## config.mk

```make
export PLATFORM = sky130hd
export DESIGN_NAME = key_debounce
export DESIGN_NICKNAME = d
export VERILOG_FILES = /design/src/rtl/key_debounce.sv
export SDC_FILE = /design/constraint.sdc
export NUM_CORES = 1
export LEC_CHECK = 0
export BUFFER_PORTS_ARGS = -buffer_cell sky130_fd_sc_hd__buf_4
export CORE_MARGIN = 2
export CORE_UTILIZATION = 55
export CTS_BUF_LIST = sky130_fd_sc_hd__clkbuf_8
export DETAILED_ROUTE_END_ITERATION = 8
export PLACE_DENSITY_LB_ADDON = 0.08
export SYNTH_ARGS = -nofsm -noshare
export SYNTH_HDL_FRONTEND = slang
export SYNTH_SLANG_ARGS = --single-unit
export TNS_END_PERCENT = 50
```

## constraint.sdc

```tcl
create_clock -name clk100_i -period 4.4 [get_ports clk100_i]
set_input_delay 0.66 -clock clk100_i [delete_from_list [all_inputs] [get_ports clk100_i]]
set_output_delay 0.66 -clock clk100_i [all_outputs]
set_load 0.01 [all_outputs]
```

## src/rtl/key_debounce.sv

```systemverilog
// Push-button front end: synchronises raw active-low keys, filters bounce and
// produces debounced levels plus press/release/auto-repeat pulses per key.
module key_debounce #(
  parameter int KEYS            = 2,
  parameter int DEBOUNCE_CYCLES = 500000,
  parameter int REPEAT_DELAY    = 25000000,
  parameter int REPEAT_PERIOD   = 5000000
) (
  input  logic            clk100_i,
  input  logic            rst_i,
  input  logic [KEYS-1:0] key_i,
  input  logic [KEYS-1:0] repeat_en_i,
  output logic [KEYS-1:0] key_state_o,
  output logic [KEYS-1:0] key_press_o,
  output logic [KEYS-1:0] key_release_o,
  output logic [KEYS-1:0] key_repeat_o
);

  localparam int MAX_AB = (DEBOUNCE_CYCLES > REPEAT_DELAY) ? DEBOUNCE_CYCLES : REPEAT_DELAY;
  localparam int MAX_ALL = (MAX_AB > REPEAT_PERIOD) ? MAX_AB : REPEAT_PERIOD;
  localparam int CW = $clog2(MAX_ALL) + 1;

  localparam logic [CW-1:0] DEB_LAST    = CW'(DEBOUNCE_CYCLES - 1);
  localparam logic [CW-1:0] DELAY_LAST  = CW'(REPEAT_DELAY - 1);
  localparam logic [CW-1:0] PERIOD_LAST = CW'(REPEAT_PERIOD - 1);

  // Bit 1 of the state encoding is the debounced level, so it doubles as the output flop.
  localparam logic [1:0] RELEASED    = 2'd0;
  localparam logic [1:0] PRESS_CHK   = 2'd1;
  localparam logic [1:0] HELD        = 2'd2;
  localparam logic [1:0] RELEASE_CHK = 2'd3;

  for (genvar g = 0; g < KEYS; g++) begin : g_key
    logic          sync_a;
    logic          sync_b;
    logic [1:0]    state;
    logic [CW-1:0] deb_cnt;
    logic [CW-1:0] rpt_cnt;
    logic          rpt_phase;
    logic          press;
    logic          release_p;
    logic          rpt;
    logic          rpt_due;

    // rpt_phase=0 while waiting for the initial delay, 1 once periodic repeats have begun.
    assign rpt_due = rpt_phase ? (rpt_cnt == PERIOD_LAST) : (rpt_cnt == DELAY_LAST);

    always_ff @(posedge clk100_i) begin
      if (rst_i) begin
        sync_a    <= 1'b1;
        sync_b    <= 1'b1;
        state     <= RELEASED;
        deb_cnt   <= '0;
        rpt_cnt   <= '0;
        rpt_phase <= 1'b0;
        press     <= 1'b0;
        release_p <= 1'b0;
        rpt       <= 1'b0;
      end else begin
        sync_a    <= key_i[g];
        sync_b    <= sync_a;
        press     <= 1'b0;
        release_p <= 1'b0;
        rpt       <= 1'b0;

        case (state)
          RELEASED: begin
            deb_cnt <= '0;
            if (!sync_b) state <= PRESS_CHK;
          end

          PRESS_CHK: begin
            if (sync_b) begin
              state   <= RELEASED;
              deb_cnt <= '0;
            end else if (deb_cnt == DEB_LAST) begin
              state     <= HELD;
              deb_cnt   <= '0;
              press     <= 1'b1;
              rpt_cnt   <= '0;
              rpt_phase <= 1'b0;
            end else begin
              deb_cnt <= deb_cnt + 1'b1;
            end
          end

          HELD: begin
            deb_cnt <= '0;
            if (sync_b) state <= RELEASE_CHK;
            if (!repeat_en_i[g]) begin
              rpt_cnt   <= '0;
              rpt_phase <= 1'b0;
            end else if (rpt_due) begin
              press     <= 1'b1;
              rpt       <= 1'b1;
              rpt_cnt   <= '0;
              rpt_phase <= 1'b1;
            end else begin
              rpt_cnt <= rpt_cnt + 1'b1;
            end
          end

          RELEASE_CHK: begin
            // Repeat timing is frozen here so a release glitch only delays the next repeat.
            if (!repeat_en_i[g]) begin
              rpt_cnt   <= '0;
              rpt_phase <= 1'b0;
            end
            if (!sync_b) begin
              state   <= HELD;
              deb_cnt <= '0;
            end else if (deb_cnt == DEB_LAST) begin
              state     <= RELEASED;
              deb_cnt   <= '0;
              release_p <= 1'b1;
              rpt_cnt   <= '0;
              rpt_phase <= 1'b0;
            end else begin
              deb_cnt <= deb_cnt + 1'b1;
            end
          end

          default: begin
            state   <= RELEASED;
            deb_cnt <= '0;
          end
        endcase
      end
    end

    assign key_state_o[g]   = state[1];
    assign key_press_o[g]   = press;
    assign key_release_o[g] = release_p;
    assign key_repeat_o[g]  = rpt;
  end

endmodule

```

After elaboration in Yosys (flattened, before gate mapping)

Cells that the tools add are included.

Word-level logic and storage cells: 136
Output and inout port bits: 8
Bits in registers: 120

Multiplexer cells: 66
Equality and inequality tests: 26
Add/subtract/negate cells: 4
Bitwise logic cells: 6
Reduce and logical (&&, ||, !) cells: 16

Operators by type and width:

| cell                                            | number |
|---|---|
| two-way mux 26 bit                              | 20 |
| one-hot mux 26 bit (3 select lines)             | 4 |
| adder 26 x 1 -> 26 bit, second input constant   | 4 |
| == test 26 x 19 -> 1 bit, second input constant | 2 |
| == test 26 x 23 -> 1 bit, second input constant | 2 |
| == test 26 x 25 -> 1 bit, second input constant | 2 |
| two-way mux 1 bit                               | 24 |
| two-way mux 2 bit                               | 12 |
| != test 3 bit, second input constant            | 6 |
| != test 2 bit, second input constant            | 8 |
| one-hot mux 2 bit (4 select lines)              | 2 |
| AND reduction 4 bit                             | 4 |
| == test 2 bit, second input constant            | 4 |
| OR reduction 2 bit                              | 4 |
| inverter 1 bit                                  | 6 |
| one-hot mux 1 bit (3 select lines)              | 2 |
| AND reduction 3 bit                             | 2 |
| nonzero test 3 bit                              | 2 |
| OR reduction 3 bit                              | 2 |
| == test 2 x 1 -> 1 bit, second input constant   | 2 |
| logical NOT 2 bit                               | 2 |
| one-hot mux 1 bit (2 select lines)              | 2 |

Longest topological paths before layout

Gate-level depths: netlist of the first run.

Depth in word-level cells: 5
Gate-level depth with buffers: 10

Worst setup path after synthesis of the first run

No wires, ideal clock.

Kind: register -> register
Start point: register g_key[1].rpt_cnt[6]
End point: register g_key[1].rpt_cnt[8]
Data required time: 4280 ps
Arrival: 2322 ps
Setup slack: 1959 ps
Cell stages (with the launch flop): 8
Cell sequence: dfxtp_1 > or4b_1 > or4_4 > a2111oi_4 > nor2_1 > buf_2 > and3_1 > a211o_1

Word-level cells in the longest chain between the ends: 5
Elaborated cells between the ends (all ways): 7

RTL lines:

| what                                                                           | line | text |
|---|---|---|
| start, declared                                                                | 38   | `logic [CW-1:0] rpt_cnt;` |
| start signal, assigned                                                         | 99   | `rpt_cnt <= rpt_cnt + 1'b1;` |
| parallel branches: the longest is 2 deep, another holds adder 26 x 1 -> 26 bit | n/a  |  |
| two-way mux 26 bit *                                                           | 93   | `end else if (rpt_due) begin` |
| two-way mux 26 bit *                                                           | 90   | `if (!repeat_en_i[g]) begin` |
| one-hot mux 26 bit (3 select lines) *                                          | 66   | `case (state)` |

Mark *: on every way between the ends.
A chain may end at the register's enable or synchronous reset.

Worst setup path in the final report of the first run

Start point: register g_key[1].rpt_cnt[6]
End point: register g_key[1].rpt_cnt[9]

Same word-level chain as after synthesis.

==> results of run 1 <==
critical path: stages (launching register included):
cell,delay [ns]
dfxtp_1,0.35
or4b_1,0.53
or4_4,0.51
a2111oi_4,0.50
nor2_1,0.30
and3_1,0.24
a221o_1,0.25
worst min-delay path by stage:
| stage | to | slack (ns) | cells past startpoint | startpoint |
|---|---|---|---|---|
| after floorplan | g_key[0].sync_b | 0.39 | 1 | g_key[0].sync_a |
| after global placement | g_key[0].sync_b | 0.39 | 1 | g_key[0].sync_a |
| after detailed placement | g_key[0].sync_b | 0.40 | 1 | g_key[0].sync_a |
| after CTS | g_key[1].sync_a | 0.39 | 2 | key_i[1] |
| after global routing | g_key[1].sync_a | 0.40 | 2 | key_i[1] |
| final | g_key[0].sync_b | 0.40 | 1 | g_key[0].sync_a |
cell usage in the layout (no fill, tap or decap), types with 6 or more instances in the layout:
master,instances
nand4_1,29
and3_1,25
inv_1,15
dfxtp_1,120
nor2_1,98
a21oi_1,35
a31oi_1,17
xnor2_1,15
nor4b_1,8
nand3b_1,7
buf_4,18
clkbuf_8,20
o31ai_1,6
xor2_1,36
o21ai_0,25
nor4_1,7
nor3_1,16
ha_1,14
nand2_1,63
o211ai_1,12
nand3_1,43
and4_1,16
synth_stat cells, types with 12 or more instances:
master,instances
xnor2_1,15
xor2_1,36
o211ai_1,12
ha_1,14
a31oi_1,17
clkbuf_1,30
a21oi_1,35
nor2_1,98
and4_1,16
dfxtp_1,120
o21ai_0,25
nand4_1,29
inv_1,13
nand3_1,43
nand2_1,63
and3_1,25
nor3_1,16
state kept, by name, summed over array words and instances, names as in the netlist, named ones only:
| name | count |
|---|---|
| g_key.sync_a | 2 |
| g_key.rpt_phase | 2 |
| g_key.state | 2 |
| g_key.release_p | 2 |
| g_key.sync_b | 2 |
| g_key.rpt | 2 |
| g_key.press | 2 |
| g_key.rpt_cnt | 52 |
| g_key.deb_cnt | 52 |
routing by layer:
layer	share of wire, %	up-vias	track usage (%)
li1	-	2656	-
met1	48	2490	30.8
met2	47	95	37.3
met3	4.1	18	6.28
met4	1.2	0	8.42
met5	0	-	0
cell families after synthesis:
logic type,share of synthesized area [%]
and+or+nand+nor,30.2
AOI/OAI and AO/OA,15.5
muxes,0.516
adders and majority gates,2.89
xor gates and xnor gates,7.37
buffers and inverters,3.82
DFF,39.6
power groups by stage:
| stage | registers (uW) | logic, uW | clock network [uW] |
|---|---|---|---|
| finish | 1120 | 343 | 874 |
| global route | 1120 | 382 | 938 |
| CTS | 1120 | 341 | 899 |
| detailed placement | 1150 | 338 | 0 |
| global placement | 1140 | 334 | 0 |
| floorplan | 1140 | 252 | 0 |
final cells by class:
class | instances | share of cell area [%]
multi-input combinational | 559 | 52.6
sequential | 120 | 36.8
clock buffer | 20 | 4.21
tap | 140 | 2.68
timing repair buffer | 18 | 2.07
clock inverter | 7 | 0.881
inverter | 13 | 0.747
metrics by stage:
step | std cells | hold WS (ns) | instance area [sq um]
floorplan | 732 | 0.389 | 6060
global placement | 850 | 0.393 | 6200
detailed placement | 850 | 0.396 | 6200
CTS | 877 | 0.390 | 6530
global route | 877 | 0.397 | 6530
finish | 877 | 0.399 | 6530
==> flow_summary.ini, run 1 <==
[global_routing]
first_global_vias = 4735
grt_max_degree = 28
antenna_found_initial = 0
track_usage_pct = 23.5
grt_pass1_wl_microns = 22100
grt_overflow_total = 0

[critical_path]
worst_ep_arrival_time_ns = 3.12
start_kind = register
r2r-start = g_key[1].rpt_cnt[6]
cp.required_ns = 4.74
r2r_slack_ns = 1.61
criticalPathCategory = reg -> reg
crit_path_start = g_key[1].rpt_cnt[6]
cp_max_fo = 11
end_kind = register
crit_end = g_key[1].rpt_cnt[9]
r2r.worst_path.cells = 6
r2r_end = g_key[1].rpt_cnt[9]

[floorplan]
rows = 38
die_w_microns = 109
ioPinCount = 14
die_h_microns = 109
start_util_pct = 56.1
die_area_sq_mm = 0.0119
design.core.area_sq_mm = 0.0108

[logic_synthesis]
ys_types = 63
synth-edff-count = 0
syn_avg_cell_area_sq_um = 8.28
syn_area_sq_mm = 0.00606
synth_ff_type = dfxtp_1
yosys_register_bits = 120
yosysTopAreaCell = dfxtp_1
synth_top_area_share_pct = 39.6
syn_inst = 732
synth.yosys.warnings = 0
async_flop_share_pct = 0
syn_nets = 752
synthTopCellsByArea = dfxtp_1 (40%), nor2_1 (6.1%), xor2_1 (5.2%), nand2_1 (3.9%), nand3_1 (3.6%)
ys_seq_area_share_pct = 39.6

[layout]
num_antenna_cells = 0
num-nets-final = 749
fillCellCount = 950
synthToLayoutAreaGrowth_pct = 7.83
drive_above_1_share_pct = 7.46
multi_input_area_sq_mm = 0.00344
fin_util_pct = 60.5
register_area_sq_mm = 0.00240

[clock_tree]
tritoncts = yes
cts_buffer_depth = 2
cts_made_buffers = 17
cts.root.buffer_cell = clkbuf_8
insertion_delay_ns = 0.45
clock_sink_count = 120
post_cts_buffers = 0
htree_levels = 4
cts_resized = 0
hold_buffers = 0
cts.clk_slew.worst_paths_ns = 0.07

[routing]
drtPass1Iterations = 5
drc = 0
vias_per_cell = 6.00
final_antenna_net_count = 0
drt_wl_total_microns = 13200
routedWlPerCell_microns = 15.1
vias = 5259
drt-initial-drc-count = 317

[sta]
tns_ns = 0
slew_viol_final = 0
slew_headroom_pct = 19.2
worst_pin_slew_ns = 1.20
setup_viol = 0
hold_viol = 0
setup_slack_ns = 1.61
worst_clock_skew_ns = 0.00729
final.min_clock_period_ns = 2.79
rsz0062_at_grt = no
min_period_over_period_pct = 63.3
fmax_ghz = 0.359

[power_and_ir_drop]
peakVddDrop_uv = 224
p_int_uw = 1680
power.density_mw_per_mm2 = 358
power_frac_seq_pct = 48.0
pwr-share-comb_pct = 14.7
switching_share_pct = 28.3
total_power_uw = 2340
switchingPower_uw = 662
power_frac_clock_pct = 37.4
leakagePower_uw = 0.00224

[run_status]
status = finished, final reports clean

[placed_design]
gp_congestion = 0.860
place_hpwl_microns = 9090
pre_cts_ws_ns = 1.61
port_buffers = 13

[flow_run]
maxCapViolCount = 0

[worst_hold_path]
hold_path.class = reg -> reg
Power figures use the tool's default switching activity.
==> run 2: changes to the inputs <==
--- a/config.mk
+++ b/config.mk
@@ -5,6 +5,7 @@
 export SDC_FILE = /design/constraint.sdc
 export NUM_CORES = 1
 export LEC_CHECK = 0
+export ABC_AREA = 1
 export BUFFER_PORTS_ARGS = -buffer_cell sky130_fd_sc_hd__buf_4
 export CORE_MARGIN = 2
 export CORE_UTILIZATION = 55
==> constraint.sdc (replaced) <==
create_clock -name clk100_i -period 2.9 [get_ports clk100_i]
set_input_delay 0.435 -clock clk100_i [delete_from_list [all_inputs] [get_ports clk100_i]]
set_output_delay 0.435 -clock clk100_i [all_outputs]
set_load 0.01 [all_outputs]
==> run 2 against run 1 <==
  * Critical path depth grew 2
  * Total power rose by 70%
  * Sequential cell count unchanged
  * Worst hold slack got worse by 0.23 ns
  * Register-to-register slack worse by 0.80 ns
  * Design area up 28%
  * Cell count up 60%
  * Die area grew 28%
  * Critical path type unchanged
  * Critical endpoint is now g_key[1].rpt_phase
  * Highest routed layer unchanged
==> flow_summary.ini, run 2 <==
[worst_hold_path]
hold_path.class = in -> reg

[routing]
topRoutingLayerUsed = met4
drc = 0
routedWlPerCell_microns = 13.0
vias_per_cell = 5.29
drtPass1Iterations = 5
wl_met2_microns = 8360
drt-initial-drc-count = 532
drt_wl_total_microns = 18300
vias = 7441
final_antenna_net_count = 0
wl_met3_microns = 753
met1_length_microns = 8820

[sta]
slew_headroom_pct = 56.4
min_period_over_period_pct = 72.0
worst_pin_slew_ns = 0.651
tns_ns = 0
hold_viol = 0
slew_viol_final = 0
fmax_ghz = 0.479
setup_viol = 0
final.min_clock_period_ns = 2.09
rsz0062_at_grt = no
worst_clock_skew_ns = 0.0120

[power_and_ir_drop]
power.density_mw_per_mm2 = 476
power_frac_clock_pct = 42.7
leakagePower_uw = 0.00311
switchingPower_uw = 1130
switching_share_pct = 28.5
total_power_uw = 3970
pwr-share-comb_pct = 14.2
p_int_uw = 2840
peakVddDrop_uv = 265
power_frac_seq_pct = 43.1

[layout]
final_cell_mix = nand2_1 (312), nor2_1 (165), dfxtp_1 (120), inv_1 (119), nand3_1 (119)
fillCellCount = 1411
drive_above_1_share_pct = 10.0
register_area_sq_mm = 0.00240
multi_input_area_sq_mm = 0.00467
reg_top3 = g_key.deb_cnt: 52 flops, g_key.rpt_cnt: 52 flops
synthToLayoutAreaGrowth_pct = 7.00
layoutNonFillerInstCount = 1407
fin_util_pct = 60.2
num-nets-final = 1234
post-route-cell-area_sq_mm = 0.00836
layout_commonest_cell = nand2_1
num_antenna_cells = 0

[logic_synthesis]
synthTopCellsByArea = dfxtp_1 (31%), nand2_1 (15%), nor2_1 (7.9%), nand3_1 (7.6%), inv_1 (5.7%)
synth-edff-count = 0
yosysTopAreaCell = dfxtp_1
yosysMostFrequentCell = nand2_1
ys_seq_area_share_pct = 30.8
syn_area_sq_mm = 0.00781
syn_inst = 1219
ys_types = 43
synth_ff_type = dfxtp_1
synthTopCellsByCount = nand2_1 (312), nor2_1 (165), dfxtp_1 (120), nand3_1 (119), inv_1 (118)
syn_nets = 1239
syn_avg_cell_area_sq_um = 6.41
synth.yosys.warnings = 0
async_flop_share_pct = 0
synth_top_area_share_pct = 30.8
yosys_register_bits = 120

[placed_design]
postPlaceCellArea_sq_mm = 0.00791
gp_congestion = 0.933
place_hpwl_microns = 12800
port_buffers = 13
place.detailed.instances = 1375

[critical_path]
end_kind = register
start_kind = register
worst_ep_arrival_time_ns = 2.42
criticalPathCategory = reg -> reg
cp.required_ns = 3.23
cp_max_fo = 19

[global_routing]
grt_overflow_total = 0
track_usage_pct = 25.2
grt_max_degree = 60
first_global_vias = 6693
grt_pass1_wl_microns = 31000
antenna_found_initial = 0

[floorplan]
die_w_microns = 123
ioPinCount = 14
rows = 43
design.core.area_sq_mm = 0.0139
die_h_microns = 123
die_area_sq_mm = 0.0152
start_util_pct = 56.3

[clock_tree]
cts_made_buffers = 17
cts.clk_slew.worst_paths_ns = 0.08
post_cts_buffers = 0
tritoncts = yes
cts_buffer_depth = 2
insertion_delay_ns = 0.44
hold_buffers = 0
htree_levels = 4
clock_sink_count = 120
cts_resized = 0
cts.root.buffer_cell = clkbuf_8

[flow_run]
maxCapViolCount = 0

[run_status]
status = finished, final reports clean
-- run 2: changes by cell type after synthesis, moves of 25 or more --
cell / delta
nor2_1: +67
nand3_1: +76
inv_1: +105
nand2_1: +249
a21oi_1: +31
and3_1: -25
-- run 2: stage by stage --
stage / worst slack [ns] / hold slack [ns]
global placement: 0.874 / 0.414
global route: 0.585 / 0.148
finish: 0.813 / 0.174
floorplan: 1.24 / 0.389
CTS: 0.822 / 0.147
detailed placement: 0.848 / 0.394
-- run 2: power groups by stage --
stage	clock network, uW	logic, uW	registers, uW
after floorplan	0	460	1740
after global placement	0	566	1750
after detailed placement	0	563	1750
after CTS	1740	567	1710
after global routing	1810	643	1720
final	1700	565	1710
-- run 2: metal layers --
layer / vias up / GRT usage [%]
li1: 3944 / -
met1: 3306 / 32.7
met2: 162 / 41.5
met3: 29 / 4.80
met4: 0 / 9.16
met5: - / 0
-- run 2: cells by family (layout without fill, tap and decap cells) --
| group | after synthesis | after routing | synth area share (%) |
|---|---|---|---|
| AND/OR/NAND/NOR | 740 | 740 | 43.4 |
| buffers and inverters | 167 | 175 | 9.42 |
| AO/OA/AOI/OAI | 133 | 133 | 9.08 |
| flip-flops | 120 | 120 | 30.8 |
| XOR/XNOR | 44 | 44 | 4.93 |
| adder cells (fa/ha/maj) | 14 | 14 | 2.24 |
| multiplexers | 1 | 1 | 0.128 |
-- run 2: layout make-up --
class                           count  share of cell area [%]
Clock buffer                       20                    3.29
Tap cell                          180                    2.69
Multi-Input combinational cell    932                    55.9
Inverter                          124                    5.57
Timing Repair Buffer               19                    1.71
Sequential cell                   120                    28.7
Clock inverter                     12                    2.08
-- run 2: path summary, 6_finish.rpt --
path | start | to | slack [ns] | depth (start not counted)
worst min-delay path | key_i[1] | g_key[1].sync_a | 0.17 | 2
worst max-delay path | g_key[1].state[0] | g_key[1].rpt_phase | 0.81 | 8
worst max register to register | g_key[1].state[0] | g_key[1].rpt_phase | 0.81 | 8
worst min register to register | g_key[0].sync_a | g_key[0].sync_b | 0.42 | 1
-- run 2: worst max-delay path: stages (launching register included) --
cell	delay, ns
dfxtp_1	0.35
inv_1	0.11
ha_1	0.32
nand2_1	0.14
clkinv_1	0.47
nand2_2	0.31
nand3b_1	0.12
nor2_1	0.11
nor2_1	0.05
